<file path="config.mk">
export PLATFORM = sky130hd
export DESIGN_NAME = store_aligner
export DESIGN_NICKNAME = d
export VERILOG_FILES = /design/src/rtl/store_aligner_pkg.sv /design/src/rtl/store_aligner_lane_shifter.sv /design/src/rtl/store_aligner.sv
export SDC_FILE = /design/constraint.sdc
export NUM_CORES = 1
export LEC_CHECK = 0
export CORE_MARGIN = 5
export CORE_UTILIZATION = 45
export CTS_CLUSTER_SIZE = 24
export DETAILED_ROUTE_END_ITERATION = 8
export PLACE_DENSITY = 0.75
export SYNTH_ARGS = -nofsm -noshare
export SYNTH_HDL_FRONTEND = slang
export SYNTH_SLANG_ARGS = --single-unit
</file>
<file path="constraint.sdc">
create_clock -name clk -period 3.55 [get_ports clk]
set_input_delay 0.71 -clock clk [delete_from_list [all_inputs] [get_ports clk]]
set_output_delay 0.71 -clock clk [all_outputs]
set_load 0.03 [all_outputs]
</file>
<file path="src/rtl/store_aligner_pkg.sv">
// Shared store-path types: access size encoding, store FSM states,
// and the size-to-byte-count helper.
package HighLevelControl;

    typedef enum logic [2:0] {
        NO_TRUNC,
        BYTE,
        HALF_WORD,
        WORD,
        BYTE_UNSIGNED,
        HALF_WORD_UNSIGNED,
        WORD_UNSIGNED
    } truncSrc;

    typedef enum logic [1:0] {
        IDLE,
        BEAT0,
        BEAT1
    } storeState_t;

    // Unsigned variants store the same number of bytes as their signed forms.
    function automatic int unsigned storeBytes(
        input truncSrc     s,
        input int unsigned nb = 4
    );
        case (s)
            BYTE, BYTE_UNSIGNED:           return 1;
            HALF_WORD, HALF_WORD_UNSIGNED: return 2;
            WORD, WORD_UNSIGNED:           return 4;
            default:                       return nb;
        endcase
    endfunction

endpackage

</file>
<file path="src/rtl/store_aligner_lane_shifter.sv">
// Places the low size bytes of a store onto the word lanes; beat 1
// selects the lanes that spill past the end of the first word.
module store_lane_shifter #(
    parameter  int BIT_COUNT = 32,
    localparam int NB        = BIT_COUNT / 8,
    localparam int OFS       = $clog2(NB)
) (
    input  logic [OFS:0]           size,
    input  logic [OFS-1:0]         offset,
    input  logic [BIT_COUNT-1:0]   data,
    input  logic                   beat,
    output logic [BIT_COUNT-1:0]   lane_data,
    output logic [NB-1:0]          byte_en
);

    logic [NB-1:0]          size_mask;
    logic [BIT_COUNT-1:0]   masked;
    logic [2*BIT_COUNT-1:0] wide_data;
    logic [2*NB-1:0]        wide_be;

    // Shift into a double-width window; the upper half is the spill beat.
    always_comb begin
        size_mask = '0;
        masked    = '0;
        for (int i = 0; i < NB; i++) begin
            size_mask[i]     = (i < int'(size));
            masked[8*i +: 8] = size_mask[i] ? data[8*i +: 8] : 8'h00;
        end
        wide_data = {{BIT_COUNT{1'b0}}, masked} << {offset, 3'b000};
        wide_be   = {{NB{1'b0}}, size_mask} << offset;
        lane_data = beat ? wide_data[2*BIT_COUNT-1:BIT_COUNT]
                         : wide_data[BIT_COUNT-1:0];
        byte_en   = beat ? wide_be[2*NB-1:NB] : wide_be[NB-1:0];
    end

endmodule

</file>
<file path="src/rtl/store_aligner.sv">
// Memory-stage store aligner: one or two byte-enabled beats per store.
// Define MISALIGNED_SPLIT_EN to split crossing stores instead of faulting.
module store_aligner
    import HighLevelControl::*;
#(
    parameter int BIT_COUNT = 32
) (
    input  logic                 clk,
    input  logic                 reset,
    input  logic                 StoreValid,
    output logic                 StoreReady,
    input  truncSrc              StoreSize,
    input  logic [BIT_COUNT-1:0] Address,
    input  logic [BIT_COUNT-1:0] StoreData,
    output logic                 MemValid,
    input  logic                 MemReady,
    output logic [BIT_COUNT-1:0] MemAddress,
    output logic [BIT_COUNT-1:0] MemWriteData,
    output logic [BIT_COUNT/8-1:0] MemByteEnable,
    output logic                 MisalignedFault,
    output logic                 Busy
);

    localparam int NB  = BIT_COUNT / 8;
    localparam int OFS = $clog2(NB);
    localparam int SW  = OFS + 1;

    storeState_t state, next_state;

    logic [SW-1:0]        req_size;
    logic [OFS-1:0]       req_off;
    logic [BIT_COUNT-1:0] req_data;
    logic                 req_cross;

    logic [SW-1:0]        in_size;
    logic [OFS-1:0]       in_off;
    logic [BIT_COUNT-1:0] in_base;
    logic                 in_cross;
    logic                 accept;
    logic                 drop;

    logic [SW-1:0]        sh_size;
    logic [OFS-1:0]       sh_off;
    logic [BIT_COUNT-1:0] sh_data;
    logic                 sh_beat;
    logic [BIT_COUNT-1:0] lane_data;
    logic [NB-1:0]        lane_be;

    assign in_size  = SW'(storeBytes(StoreSize, NB));
    assign in_off   = Address[OFS-1:0];
    assign in_base  = {Address[BIT_COUNT-1:OFS], {OFS{1'b0}}};
    assign in_cross = (int'(in_off) + int'(in_size)) > NB;
    assign accept   = StoreValid && StoreReady;

`ifdef MISALIGNED_SPLIT_EN
    assign drop = 1'b0;
`else
    logic in_misal;
    assign in_misal = ({1'b0, in_off} & (in_size - SW'(1))) != '0;
    assign drop     = in_misal;
`endif

    assign StoreReady = (state == IDLE);
    assign Busy       = (state != IDLE);
    assign MemValid   = (state != IDLE);

    // Idle shifts the live request for beat 0; BEAT0 reuses it for the spill.
    assign sh_beat = (state == BEAT0);
    assign sh_size = sh_beat ? req_size : in_size;
    assign sh_off  = sh_beat ? req_off  : in_off;
    assign sh_data = sh_beat ? req_data : StoreData;

    store_lane_shifter #(
        .BIT_COUNT (BIT_COUNT)
    ) u_shift (
        .size      (sh_size),
        .offset    (sh_off),
        .data      (sh_data),
        .beat      (sh_beat),
        .lane_data (lane_data),
        .byte_en   (lane_be)
    );

    always_ff @(posedge clk) begin
        if (reset) state <= IDLE;
        else       state <= next_state;
    end

    always_comb begin
        next_state = state;
        case (state)
            IDLE:  if (accept && !drop) next_state = BEAT0;
            BEAT0: if (MemReady) next_state = req_cross ? BEAT1 : IDLE;
            BEAT1: if (MemReady) next_state = IDLE;
            default: next_state = IDLE;
        endcase
    end

    always_ff @(posedge clk) begin
        if (reset) begin
            MemAddress      <= '0;
            MemWriteData    <= '0;
            MemByteEnable   <= '0;
            MisalignedFault <= 1'b0;
            req_size        <= '0;
            req_off         <= '0;
            req_data        <= '0;
            req_cross       <= 1'b0;
        end else begin
`ifdef MISALIGNED_SPLIT_EN
            MisalignedFault <= 1'b0;
`else
            MisalignedFault <= accept && in_misal;
`endif
            case (state)
                IDLE: begin
                    if (accept && !drop) begin
                        MemAddress    <= in_base;
                        MemWriteData  <= lane_data;
                        MemByteEnable <= lane_be;
                        req_size      <= in_size;
                        req_off       <= in_off;
                        req_data      <= StoreData;
                        req_cross     <= in_cross;
                    end
                end
                BEAT0: begin
                    if (MemReady) begin
                        if (req_cross) begin
                            MemAddress    <= MemAddress + BIT_COUNT'(NB);
                            MemWriteData  <= lane_data;
                            MemByteEnable <= lane_be;
                        end else begin
                            MemAddress    <= '0;
                            MemWriteData  <= '0;
                            MemByteEnable <= '0;
                        end
                    end
                end
                BEAT1: begin
                    if (MemReady) begin
                        MemAddress    <= '0;
                        MemWriteData  <= '0;
                        MemByteEnable <= '0;
                    end
                end
                default: ;
            endcase
        end
    end

endmodule

</file>
==> results of run 1 <==
==> worst max-delay path, stage by stage <==
cell             delay, ns
clkdlybuf4s50_1       0.49
nor3b_1               0.27
nor2_1                0.11
ha_1                  0.20
nor2_1                0.14
inv_1                 0.06
ha_1                  0.21
o31ai_2               0.27
buf_4                 0.16
nand2_2               0.27
a222oi_1              0.47
a211oi_1              0.12
==> cell families (layout without fill, tap and decap cells) <==
logic type / count (synthesis) / after routing
buffers and inverters: 106 / 248
other: 1 / 2
adder cells (fa/ha/maj): 11 / 11
AND/OR/NAND/NOR: 314 / 314
XOR/XNOR: 1 / 1
flip-flops: 107 / 107
AO/OA/AOI/OAI: 305 / 305
multiplexers: 27 / 27
==> flip-flops by register name (all words and copies together) (netlist names) <==
register / count
MemAddress: 30
MemWriteData: 32
MisalignedFault: 1
req_data: 32
req_off: 2
MemByteEnable: 4
state: 2
req_size: 3
req_cross: 1
==> through the flow <==
step | TNS, ns | setup slack, ns | hold slack [ns]
global placement | -0.0227 | -0.0227 | 0.439
global route | 0 | 0.0129 | 0.470
CTS | 0 | 0.259 | 0.454
floorplan | 0 | 0.0863 | 0.433
finish | 0 | 0.268 | 0.454
detailed placement | -1.56 | -0.0923 | 0.443
==> synthesized netlist by cell type (6+ instances only) <==
| library cell | instances |
|---|---|
| a211oi_1 | 28 |
| a21o_1 | 6 |
| a21oi_1 | 91 |
| a221oi_1 | 19 |
| a22oi_1 | 8 |
| a311oi_1 | 7 |
| a31oi_1 | 17 |
| a32o_1 | 8 |
| a32oi_1 | 22 |
| and3_1 | 8 |
| and3b_1 | 8 |
| buf_2 | 15 |
| buf_4 | 10 |
| clkbuf_1 | 43 |
| dfxtp_1 | 107 |
| ha_1 | 10 |
| inv_1 | 29 |
| mux2_2 | 17 |
| mux2i_1 | 9 |
| nand2_1 | 135 |
| nand3_1 | 49 |
| nand4_1 | 8 |
| nor2_1 | 40 |
| nor3_1 | 8 |
| nor4_1 | 12 |
| nor4b_1 | 7 |
| o211ai_1 | 9 |
| o21ai_0 | 41 |
| o32ai_1 | 6 |
| or3_1 | 6 |
==> how the worst max path moves through the flow <==
| stage | startpoint | end | slack [ns] | cells after the start |
|---|---|---|---|---|
| 3_3_place_gp | StoreSize[1] | MemWriteData[15] | -0.02 | 13 |
| 2_1_floorplan | StoreSize[0] | MemWriteData[12] | 0.09 | 13 |
| 6_report | StoreSize[1] | MemWriteData[7] | 0.27 | 12 |
| 3_5_place_dp | StoreSize[1] | MemWriteData[15] | -0.09 | 13 |
| 5_1_grt | StoreSize[1] | MemAddress[26] | 0.01 | 12 |
| 4_1_cts | StoreSize[1] | MemWriteData[15] | 0.26 | 13 |
==> cells in the final DEF, fill, tap and decap left out, drive strengths merged, types with 18 or more instances in the layout <==
cell and count:
a211oi 28, a21oi 91, a221oi 19, a31oi 18, a32oi 22, buf 64, clkdlybuf4s50 139, dfxtp 107
inv 29, nand2 136, nand3 50, nor2 42, o21ai 42
==> routing by layer <==
layer	wire length, um	up-vias
met5	0	-
met4	491	0
met3	2120	44
met2	10900	376
met1	10300	3488
li1	-	3565
==> where the power goes <==
part           switching [W]  total [W]  internal, W
combinational       0.000640    0.00110     0.000460
sequential         0.0000857    0.00136      0.00128
clock               0.000472    0.00105     0.000583
==> repair_timing <==
item | 4_1_cts | 5_1_grt
endpoints found under the setup margin | 0 | 1
resized for setup | 0 | 1
hold buffers | 0 | 0
==> area by class of cell <==
type | count | area [um2]
clock buffers | 13 | 260
flip-flops and latches | 107 | 2140
well taps | 184 | 230
multi-input cells | 660 | 4170
fillers | 1325 | 5770
inverters | 30 | 113
repair buffers | 203 | 1920
clock inverters | 2 | 35.0
==> results.cfg, run 1 <==
[worst_setup_path]
r2r-start = state[1]
worst-setup-path-type = in2reg
r2r_cells = 7
worstPathArrival_ns = 3.51
r2r_slack_ns = 0.75
regToRegEndpoint = MemWriteData[11]
required_ns = 3.78
critPathCaptureType = register
worst_setup_path_start_kind = input pin
crit_path_max_fanout = 22

[synthesis]
synth-seq-cells = 107
synth-async-reset-ratio_pct = 0
synth.avg_cell_area_um2 = 7.77
synth_fa_ha_area_share_pct = 2.14
synth-simple-area-share_pct = 23.3
postSynthCellCount = 872
yosys_warnings = 0
synth_top_area_share_pct = 31.6
synth_edf_count = 0
synth-compound-area-share_pct = 31.0
ys.flop_type = dfxtp_1
synth_top_area_cell = dfxtp_1
synth_area_um2 = 6780
synth.distinct_cells = 78
yosysSeqAreaShare_pct = 31.6
muxShareOfSynthArea_pct = 4.49
synthXorXnorAreaFrac_pct = 0.129
yosys-top-cells-area = dfxtp_1 (32%), nand2_1 (7.5%), a21oi_1 (6.7%)
synth_top_family_by_area = compound AO/OA/AOI/OAI gates

[power]
power.total_w = 0.00352
powerDensity_nw_per_um2 = 396
ir_drop_uv = 246
power_leakage_nw = 3.06

[detailed_routing]
viasPerCell = 6.23
ant_nets = 0
drtIter0Drc = 711
wl_mm = 23.8
vias = 7473
wire_per_inst_um = 19.8
dr.pass1.iters = 5
drc = 0

[timing]
max_slew_margin_pct = 38.1
setup_violations = 0
worst_pin_slew_ns = 0.921
max_freq_mhz = 305
fin_crit_sh_pct = 92.4
skew_ns = 0.00488
drv_slew = 0
finalHoldViolations = 0
period_minus_slack_ns = 3.28
rsz0062_at_grt = no

[clock_network]
cts.sinks = 107
cts_root_buf = clkbuf_16
clock_latency_ns = 0.36
htree_levels = 3
postCtsSetupRepairBufs = 0
cts_buffer_depth = 2
cts_tree = yes
cts-buffers-inserted = 9
clkTransAtPathRegs_ns = 0.07

[floorplanning]
die_area_um2 = 17600
ios = 143
core.rowCount = 44
start_util_pct = 46.3
die_y_um = 133
core_um2 = 14600
die_x_um = 133

[layout]
diodes = 0
drive_above_1_share_pct = 11.9
instances_no_fill = 1199
final_area_um2 = 8870
nNetsFinal = 1093
area_growth_pct = 30.9
utilization_pct = 60.6

[placed_design]
port_buffers = 140
place.gp.congestion = 0.964
dp_cells = 1184
dpl-instance-area_um2 = 8580
hpwl_mm = 17.3

[hold_path]
min_to = req_data[12]
whs_path_depth = 2
hold_start = req_data[12]
hp-class = reg2reg

[global_routing]
grt_max_degree = 46
met3_usage_pct = 5.69
grt_overflow = 0
busiest_layer = met2
grt_use_total_pct = 26.2
grt.met1_usage_pct = 35.2
grt_pass1_vias = 7029
met2_usage_pct = 42.9
antenna_found_initial = 0
grt_pass1_wl_mm = 37.9

[outcome]
status = complete, no violations

[run]
maxCapViolations = 0
(Power assumes the default switching activity.)
==> run 2, diff against run 1 <==
Settings changed: CAP_MARGIN set to 20, SLEW_MARGIN set to 10.
==> results of run 2 <==
Same layout as run 1: the final DEF is identical, and so are final timing and power.
